<file path="config.mk">
export PLATFORM = sky130hd
export DESIGN_NAME = acc_pipe_datapath
export DESIGN_NICKNAME = d
export VERILOG_FILES = /design/src/rtl/acc_pipe_pkg.sv /design/src/rtl/pipe_stage.sv /design/src/rtl/acc_pipe_datapath.sv
export SDC_FILE = /design/constraint.sdc
export NUM_CORES = 1
export LEC_CHECK = 0
export CAP_MARGIN = 15
export CORE_MARGIN = 1
export CORE_UTILIZATION = 49
export DETAILED_ROUTE_END_ITERATION = 10
export HOLD_SLACK_MARGIN = 0.08
export PLACE_DENSITY = 0.76
export SYNTH_ARGS = -nofsm -noshare
export SYNTH_HDL_FRONTEND = slang
export SYNTH_SLANG_ARGS = --single-unit
</file>
<file path="constraint.sdc">
create_clock -name clk -period 2.4 [get_ports clk]
set_input_delay 0.48 -clock clk [delete_from_list [all_inputs] [get_ports clk]]
set_output_delay 0.48 -clock clk [all_outputs]
set_load 0.01 [all_outputs]
</file>
<file path="src/rtl/acc_pipe_pkg.sv">
// Shared op encodings and accumulator ALU for the accumulator pipeline datapath.
// The ALU works on a fixed-size container; callers zero-extend and pass their real width.
package acc_pipe_pkg;

   localparam logic [1:0] OP_HOLD = 2'b00;
   localparam logic [1:0] OP_LOAD = 2'b01;
   localparam logic [1:0] OP_INC  = 2'b10;
   localparam logic [1:0] OP_ADD  = 2'b11;

   localparam int ACC_MAX_W = 64;

   // Returns {carry, result}; result bits at and above width are always zero.
   function automatic logic [ACC_MAX_W:0] acc_next(
      input logic [1:0]           op,
      input logic [ACC_MAX_W-1:0] a,
      input logic [ACC_MAX_W-1:0] d,
      input int                   width,
      input logic                 sat
   );
      logic [ACC_MAX_W-1:0] mask;
      logic [ACC_MAX_W-1:0] addend;
      logic [ACC_MAX_W:0]   sum;
      logic [ACC_MAX_W-1:0] res;
      logic                 carry;
      mask   = (width >= ACC_MAX_W) ? {ACC_MAX_W{1'b1}}
                                    : ((64'd1 << width) - 64'd1);
      addend = (op == OP_INC) ? 64'd1 : d;
      sum    = {1'b0, a} + {1'b0, addend};
      carry  = 1'b0;
      res    = {ACC_MAX_W{1'b0}};
      case (op)
         OP_HOLD: res = a & mask;
         OP_LOAD: res = d & mask;
         OP_INC, OP_ADD: begin
            carry = sum[ACC_MAX_W] | (|(sum[ACC_MAX_W-1:0] & ~mask));
            res   = (carry && sat) ? mask : (sum[ACC_MAX_W-1:0] & mask);
         end
         default: res = a & mask;
      endcase
      return {carry, res};
   endfunction

endpackage

</file>
<file path="src/rtl/pipe_stage.sv">
// One elastic register slice with valid/ready handshake and no bubble:
// it accepts whenever empty or when its current content leaves in the same edge.
module pipe_stage #(
   parameter int DW = 9
) (
   input  logic          clk,
   input  logic          reset,
   input  logic          i_valid,
   input  logic [DW-1:0] i_data,
   output logic          o_ready,
   input  logic          i_ready,
   output logic          o_valid,
   output logic [DW-1:0] o_data
);

   logic          r_valid;
   logic [DW-1:0] r_data;

   assign o_ready = !r_valid || i_ready;
   assign o_valid = r_valid;
   assign o_data  = r_data;

   // Slice register: data only moves on a real transfer so a stalled or drained output stays put.
   always_ff @(posedge clk or negedge reset) begin
      if (!reset) begin
         r_valid <= 1'b0;
         r_data  <= {DW{1'b0}};
      end else if (o_ready) begin
         r_valid <= i_valid;
         if (i_valid) begin
            r_data <= i_data;
         end else begin
            r_data <= r_data;
         end
      end else begin
         r_valid <= r_valid;
         r_data  <= r_data;
      end
   end

endmodule

</file>
<file path="src/rtl/acc_pipe_datapath.sv">
// Accumulator A plus an elastic STAGES-deep result pipeline; every accepted op
// (HOLD included) pushes a {ovf, A_next} snapshot toward data_out. WIDTH must stay below 64.
import acc_pipe_pkg::*;

module acc_pipe_datapath #(
   parameter int WIDTH    = 8,
   parameter int STAGES   = 2,
   parameter int SAT_MODE = 0
) (
   input  logic             clk,
   input  logic             reset,
   input  logic             in_valid,
   output logic             in_ready,
   input  logic [1:0]       op,
   input  logic [WIDTH-1:0] data_in,
   output logic             out_valid,
   input  logic             out_ready,
   output logic [WIDTH-1:0] data_out,
   output logic             ovf,
   output logic [WIDTH-1:0] acc
);

   localparam logic SAT_EN = (SAT_MODE != 0);

   logic [WIDTH-1:0]            r_acc;
   logic [ACC_MAX_W-1:0]        w_a_ext;
   logic [ACC_MAX_W-1:0]        w_d_ext;
   logic [ACC_MAX_W:0]          w_alu;
   logic [WIDTH-1:0]            w_acc_next;
   logic                        w_alu_ovf;
   logic                        w_unused_hi;
   logic                        w_accept;
   logic [STAGES:0]             w_valid;
   logic [STAGES:0][WIDTH:0]    w_data;

   assign w_a_ext     = {{(ACC_MAX_W-WIDTH){1'b0}}, r_acc};
   assign w_d_ext     = {{(ACC_MAX_W-WIDTH){1'b0}}, data_in};
   assign w_alu       = acc_next(op, w_a_ext, w_d_ext, WIDTH, SAT_EN);
   assign w_acc_next  = w_alu[WIDTH-1:0];
   assign w_alu_ovf   = w_alu[ACC_MAX_W];
   assign w_unused_hi = ^w_alu[ACC_MAX_W-1:WIDTH];

   assign w_accept    = in_valid && in_ready;

   // Accumulator only moves on an accepted op, so a full pipe freezes it.
   always_ff @(posedge clk or negedge reset) begin
      if (!reset) begin
         r_acc <= {WIDTH{1'b0}};
      end else if (w_accept) begin
         r_acc <= w_acc_next;
      end else begin
         r_acc <= r_acc;
      end
   end

   assign w_valid[0] = in_valid;
   assign w_data[0]  = {w_alu_ovf, w_acc_next};

   // Ready ripples back from out_ready through each slice within the same cycle.
   for (genvar g = 0; g < STAGES; g++) begin : g_stage
      logic w_rdy_up;
      logic w_rdy_dn;
      if (g == STAGES-1) begin : g_tail
         assign w_rdy_dn = out_ready;
      end else begin : g_mid
         assign w_rdy_dn = g_stage[g+1].w_rdy_up;
      end
      pipe_stage #(.DW(WIDTH+1)) u_stage (
         .clk     (clk),
         .reset   (reset),
         .i_valid (w_valid[g]),
         .i_data  (w_data[g]),
         .o_ready (w_rdy_up),
         .i_ready (w_rdy_dn),
         .o_valid (w_valid[g+1]),
         .o_data  (w_data[g+1])
      );
   end

   assign in_ready  = g_stage[0].w_rdy_up;
   assign out_valid = w_valid[STAGES];
   assign data_out  = w_data[STAGES][WIDTH-1:0];
   assign ovf       = w_data[STAGES][WIDTH];
   assign acc       = r_acc;

endmodule
</file>
# == Yosys cells after proc, flatten, opt, wreduce, memory -nomap -nowiden ==
# Index checks and enable logic that the tools add are counted.
# classes
add_sub_neg,1
n_eq_ne,3
muxes,3
n_bitwise,1
n_reduce_logical,10
# op_table
operator,n
OR reduction 56 bit,1
one-hot mux 8 bit (3 select lines),1
adder 8 x 8 -> 9 bit,1
2-to-1 mux 8 bit,1
equality test 2 bit (second input constant),2
AND reduction 2 bit,2
equality test 2 x 1 -> 1 bit (second input constant),1
logical NOT 1 bit,2
logical NOT 2 bit,1
logical OR 1 bit,2
OR reduction 2 bit,1
logical AND 1 bit,1
2-to-1 mux 1 bit,1
OR 1 bit (first input constant),1
# totals
ff_bits,28
input_bits,14
output_inout_bits,19
wordCells,23

# == Longest topological paths before layout ==
# logic_depth
word_depth,6
ltp_mapped,10

# == Cells and area by module ==
# Synthesis repeated with hierarchy kept, for this count alone.
# unflattened
hier_cells,166
hier_area_um2,1820.5
# by_module_without_submodules
module,n_inst,cells_per_inst,area_per_inst_um2
acc_pipe_datapath,1,122,969.7
pipe_stage,2,22,425.4

# == Worst setup path after synthesis ==
# OpenSTA, ideal clock, no wires.
# synth_path
kind,input port to flip-flop
from,input port op[0]
to,register (tool-made name)
setup_ps,116
t_arrival_ps,2054
required_time_ps,2284
setup_slack_ps,230
stages,9
path_cell_list,nand2b_1 > nand2b_1 > ha_1 > inv_1 > fa_1 > nand2b_1 > a21oi_1 > o21ai_0 > o311ai_0
# synth_lines
element,line_no,text
"start, declared",acc_pipe_datapath.sv:14,"input logic [1:0] op,"

==> out/metrics.csv <==
stage;metric;value;unit
clock_tree;cts.clk_slew.worst_paths;130;ps
sta;final-hold-violation-count;0;
detailed_routing;drt-wirelength-per-cell;15.3;um
detailed_routing;antenna_left;0;
sta;finalClockSkew;8.88;ps
detailed_routing;vias;1226;
clock_tree;clock_latency;310;ps
yosys;yosys_register_bits;20;
critical_path;setup.reg_to_reg.worst_slack;520;ps
place;io_buffer_count;32;
pwr;powerDensity;1030;nW/um2
yosys;synth_async_sr_flop_share;100;%
yosys;netlist.top_cell.by_area;sky130_fd_sc_hd__dfrtp_1;
die;placementRows;18;
global_route;grt_start_max_net_pins;21;
clock_tree;cts_hold_buffers;0;
sta;post-route-min-period;2340;ps
yosys;syn_area_per_cell;9.54;um2
layout;finalNetCount;206;
clock_tree;cts-htree-levels;1;
detailed_routing;drt_iter0_markers;50;
critical_path;worstSetupPathDepth;10;
critical_path;setup.worst_path.start_class;input port;
critical_path;crit_path_cells;clkdlybuf4s50_1 -> nand2b_4 -> nand2_1 -> inv_1 -> ha_1 -> a211oi_2 -> nor2_1 -> o41ai_2 -> xor2_1 -> o221ai_1;
die;design.portCount;33;
critical_path;worstRegToRegCells;6;
critical_path;endpoint_kind;register;
yosys;synth_top_cell_area_share;37.2;%
yosys;synth_enable_flop_cells;0;
die;die_h;54.4;um
sta;timing_worst_slew_pin_value;448;ps
layout;layout.core_utilization;72.7;%
critical_path;crit_type;in -> reg;
place;place.detailed.hpwl;2.37;mm
yosys;synth.yosys.warnings;0;
sta;final_critical_path_setup_slack;57.4;ps
critical_path;cp.arrival;2530;ps
yosys;post_synth_inst_count;141;
critical_path;critPathBufInv;2;
place;dp_worst_setup_slack;-485;ps
detailed_routing;routed_via_density;5.78;
yosys;netlist_area;1350;um2
detailed_routing;wirelength;3.25;mm
die;initial_utilization;52.9;%
yosys;postSynth.topFlopCell;sky130_fd_sc_hd__dfrtp_1;
global_route;grt_first_pass_wirelength;5.32;mm
clock_tree;cts_post_setup_buffers_inserted;0;
sta;report.final.slew_viol_count;0;
clock_tree;cts_buffers;3;
critical_path;critical_path.startpoint;op[0];
detailed_routing;drt_drc_violations_left;0;
layout;syn2layout_area_growth;37.6;%
layout;antenna-diode-count;0;
yosys;mappedNetlistNets;164;
yosys;post_synth_main_area_contributors;sky130_fd_sc_hd__dfrtp_1 (37%), sky130_fd_sc_hd__ha_1 (7.4%), sky130_fd_sc_hd__mux2_2 (6.7%);
status;status;finished clean;
critical_path;worst-endpoint-required;2590;ps
global_route;grt_pass1_vias;1174;
die;die_width;54.4;um
run;timing.max_cap.violations;0;
yosys;ys_seq_area_share;37.2;%
place;gpl.final_weighted_congestion;0.937;
global_route;grt_usage;25.1;%
pwr;max-vdd-ir-drop;0.000603;V
yosys;synth_most_common_cell;sky130_fd_sc_hd__dfrtp_1;
detailed_routing;drt_pass1_iterations;4;
global_route;grt_antenna_before_repair;0;
critical_path;worst_path_max_delay_cell;sky130_fd_sc_hd__clkdlybuf4s50_1;
yosys;ys_types;38;
clock_tree;cts.root.buffer_cell;sky130_fd_sc_hd__clkbuf_4;
critical_path;worst-path-max-fanout;8;
die;coreArea;2540;um2
sta;slew_headroom;70.1;%
global_route;grt.overflow.total;0;
clock_tree;clock_sink_count;20;
pwr;leakage;0.824;nW
layout;n_fill_cell;183;
layout;ratio_of_cells_with_drive_above_1_in_the_final_layout;22.0;%
sta;final-setup-viol-count;0;
clock_tree;cts.path.max_buffers;2;
die;dieArea;2960;um2
critical_path;crit_family;compound AO/OA/AOI/OAI gates;
sta;max_clock_freq;0.427;GHz
yosys;synth_top_cells_by_count;sky130_fd_sc_hd__dfrtp_1 (20), sky130_fd_sc_hd__nor2_1 (12), sky130_fd_sc_hd__o21ai_0 (10);
worst_hold_path;min-delay-path-class;in -> async;
critical_path;cp_slowest_stage_delay;420;ps
clock_tree;tritoncts;done;
sta;final.period_utilization;97.6;%
## worst register-to-register path, stage by stage (launching register included)
cell and delay [ps]:
sky130_fd_sc_hd__dfrtp_1 430, sky130_fd_sc_hd__ha_1 340, sky130_fd_sc_hd__a211oi_2 240, sky130_fd_sc_hd__nor2_1 110, sky130_fd_sc_hd__o41ai_2 330, sky130_fd_sc_hd__xor2_1 190, sky130_fd_sc_hd__o221ai_1 130
## placed cells by master (no fill, tap or decap), types with 2 or more instances in the layout
cell type	count
sky130_fd_sc_hd__inv_1	6
sky130_fd_sc_hd__o22ai_1	3
sky130_fd_sc_hd__clkdlybuf4s50_1	31
sky130_fd_sc_hd__nor3_1	3
sky130_fd_sc_hd__a31oi_1	6
sky130_fd_sc_hd__nand2_1	7
sky130_fd_sc_hd__and2_1	7
sky130_fd_sc_hd__o21ai_0	7
sky130_fd_sc_hd__clkbuf_4	3
sky130_fd_sc_hd__a21oi_1	5
sky130_fd_sc_hd__dfrtp_1	20
sky130_fd_sc_hd__o221ai_1	2
sky130_fd_sc_hd__mux2_2	8
sky130_fd_sc_hd__nand2b_4	2
sky130_fd_sc_hd__o21ai_2	2
sky130_fd_sc_hd__nand2b_1	5
sky130_fd_sc_hd__ha_1	7
sky130_fd_sc_hd__buf_4	16
sky130_fd_sc_hd__nor2b_1	5
sky130_fd_sc_hd__nor2_1	12
## routing by layer
metal	vias up	global-route usage (%)	wire length [um]
li1	584	-	-
met1	599	35.5	1470
met2	37	38.6	1570
met3	6	2.78	157
met4	0	10.3	56
met5	-	0	0
## worst min path at each step
stage                                 start                      endpoint  slack (ps)
4_1_cts                               reset                     async pin         500
3_3_place_gp   g_stage[1].u_stage.o_data[1]  g_stage[1].u_stage.o_data[1]         460
2_1_floorplan                         reset                     async pin         180
3_5_place_dp   g_stage[1].u_stage.o_data[1]  g_stage[1].u_stage.o_data[1]         480
5_1_grt        g_stage[1].u_stage.o_data[1]  g_stage[1].u_stage.o_data[1]         520
6_report                              reset                     async pin         500
## stage by stage
stage               hold slack [ps]  total power [mW]  TNS, ps  area, um2  cells
global placement                463              1.51    -1480       1750    208
finish                          495              1.90        0       1850    212
floorplan                       184              1.13        0       1350    141
CTS                             505              1.85        0       1810    212
global route                    520              2.04    -7.85       1850    212
detailed placement              480              1.55    -2200       1750    208
## report_power, final
part / switching [mW] / internal, mW
Clock: 0.112 / 0.169
Combinational: 0.454 / 0.587
Sequential: 0.111 / 0.465
## logic make-up after synthesis
group / after synthesis / share of synthesized area, %
and+or+nand+nor: 47 / 19.6
buffers and inverters: 17 / 7.16
adders and majority gates: 9 / 8.93
xor gates and xnor gates: 1 / 0.651
AOI/OAI and AO/OA: 39 / 19.7
muxes: 8 / 6.70
DFF: 20 / 37.2
## repair_timing
item / 4_1_cts / 5_1_grt
pin swaps: 2 / 2
setup endpoints to repair: 4 / 5
resized for setup: 6 / 9
## cell type report
| cell class | count | area (um2) | share of cell area, % |
|---|---|---|---|
| Tap cell | 30 | 37.5 | 2.03 |
| Clock inverter | 1 | 30.0 | 1.62 |
| Inverter | 6 | 22.5 | 1.22 |
| Sequential cell | 20 | 500 | 27.0 |
| Timing Repair Buffer | 48 | 443 | 23.9 |
| Clock buffer | 3 | 22.5 | 1.22 |
| Multi-Input combinational cell | 104 | 795 | 42.9 |
No activity file was read; power rests on OpenSTA's default activity.
==> edit (config.mk and constraints unchanged) <==
Set the parameter `SAT_MODE` to 1 (it was 0).
--- a/src/rtl/acc_pipe_datapath.sv
+++ b/src/rtl/acc_pipe_datapath.sv
@@ -5,7 +5,7 @@
 module acc_pipe_datapath #(
    parameter int WIDTH    = 8,
    parameter int STAGES   = 2,
-   parameter int SAT_MODE = 0
+   parameter int SAT_MODE = 1
 ) (
    input  logic             clk,
    input  logic             reset,
Behaviour: not the same (a bounded check fails within 4 cycles, from zero or initial values and one cycle with reset low).
==> edit against the original RTL <==
- design area rose by 5.7%
- count of clock-buffer cells in the layout unchanged
- synthesized cell count is 5.7% lower
- routed wire length is 3.1% higher
- clock skew is 7.5 ps lower
- worst setup slack gained 5.8 ps
- clock power fell by 46%
- area after synthesis grew 1.7%
- sequential cell count stayed put
- total power is 12% higher
- die area up 1.6%
==> edit: results (changes against the original RTL) <==
Parameter                              Value

STA
  Worst Clk Skew ... 1.40 ps (-7.48 ps)
  Tightest Pin Transition ... 428 ps (-20.0 ps)

Global route
  Largest net degree at the start of global routing ... 21 (unchanged)
  Global-route usage over all layers ... 0.243 (-0.00781)
  Global-route wire length before repair ... 5.10 mm (-4.1%)
  Via count of the first global-routing pass ... 1141 (-2.8%)

Yosys
  Portion of the post-synthesis area used by sequential elements ... 0.366 (-0.00613)
  Most used standard cells in the synthesized netlist ... sky130_fd_sc_hd__dfrtp_1, sky130_fd_sc_hd__nor2_1, sky130_fd_sc_hd__a21oi_1
  Synth top area cells ... sky130_fd_sc_hd__dfrtp_1, sky130_fd_sc_hd__ha_1, sky130_fd_sc_hd__buf_4
  Synth unique cells ... 43 (+13%)
  Number of nets in the synthesized netlist ... 156 (-4.9%)
  Async set-reset flop share out of synthesis ... 1.00 (unchanged)

Finish
  Total inserted antenna cells ... 0 (unchanged)
  Net count reported at finish ... 208 (+0.97%)
  Ratio of cells with drive above 1 in the final layout ... 0.290 (+0.0698)

Placement
  GP Congestion ... 0.889 (-5.1%)
  Post-placement setup slack ... -679 ps (-194 ps)
  Detailed-placement wirelength estimate ... 2.40 mm (+1.3%)

Drt
  Detailed Routing Iterations Pass 1 ... 4 (unchanged)
  Average routed wire per standard cell ... 15.7 um (+2.6%)
  Drt initial violations ... 37 (-26%)
  Routed via count ... 1206 (-1.6%)

Setup path
  Worst Path Max Fanout ... 3 (-5)
  Largest incremental delay on the critical path ... 420 ps (about the same)
  Critical path arrival ... 2550 ps (+20 ps)

CTS
  Clk Latency, worst-skew pair ... 290 ps (-20 ps)
  CTS Root Buffer Type ... sky130_fd_sc_hd__clkbuf_4
  Clock transition at the registers of the reported paths ... 100 ps (-30 ps)

Run status
  Status ... complete, no violations

Power and ir drop
  Max rail drop VDD ... 693 uV (+15%)
  Static Leakage ... 0.000845 uW (+2.6%)

Min path
  Worst min-delay path category ... register to register
-- edit: per-layer routing --
layer	track usage	share of wire
met1	0.322	0.46
met2	0.388	0.49
met3	0.0194	0.040
met4	0.132	0.010
met5	0	0
-- edit: kinds of logic after synthesis --
kind of cell	synth area share
AOI/OAI and AO/OA	0.188
xor gates and xnor gates	0.0256
adders and majority gates	0.0878
buffers and inverters	0.0677
DFF	0.366
muxes	0.0823
and+or+nand+nor	0.183
-- edit: critical path: cells and delay by family --
kind / cells / cell delay [ps]
AO/OA/AOI/OAI: 3 / 570
adder cells (fa/ha/maj): 1 / 260
buffers and inverters: 2 / 560
AND/OR/NAND/NOR: 3 / 670
-- edit: worst paths after layout --
path | startpoint | end | slack [ps] | cells past startpoint
max | data_in[1] | register | 60 | 9
min | g_stage[1].u_stage.o_data[2] | g_stage[1].u_stage.o_data[2] | 500 | 1
max reg2reg | register | register | 210 | 8
min reg2reg | g_stage[1].u_stage.o_data[2] | g_stage[1].u_stage.o_data[2] | 500 | 1
max in group asynchronous | reset | asynchronous set/reset pin | 1690 | 2
min in group asynchronous | reset | g_stage[1].u_stage.o_data[1] | 520 | 2
-- edit: metrics by stage --
stage          cell area (sq um)  hold slack [ps]  cells
6_report                    1960              499    213
4_1_cts                     1890              505    211
5_1_grt                     1960              519    213
2_1_floorplan               1400              184    133
3_5_place_dp                1810              481    203
3_3_place_gp                1810              472    203
-- edit: power by group --
group | total [uW] | internal [uW] | switching, uW
logic | 1360 | 770 | 592
clock network | 151 | 58.3 | 92.8
registers | 603 | 477 | 126
total | 2120 | 1310 | 811
-- edit: cell type report --
type	instances	area, sq um
clock buffers	3	22.5
fillers	182	612
inverters	1	3.75
multi-input cells	100	875
flip-flops and latches	20	500
well taps	30	37.5
repair buffers	59	517
-- edit: what timing repair did --
| action | 4_1_cts | 5_1_grt |
|---|---|---|
| endpoints found under the hold margin | 0 | 0 |
| pin swaps | 6 | 6 |
| endpoints found under the setup margin | 9 | 4 |
| cloned | 1 | 0 |
| setup buffers | 4 | 2 |
| resized for setup | 7 | 9 |
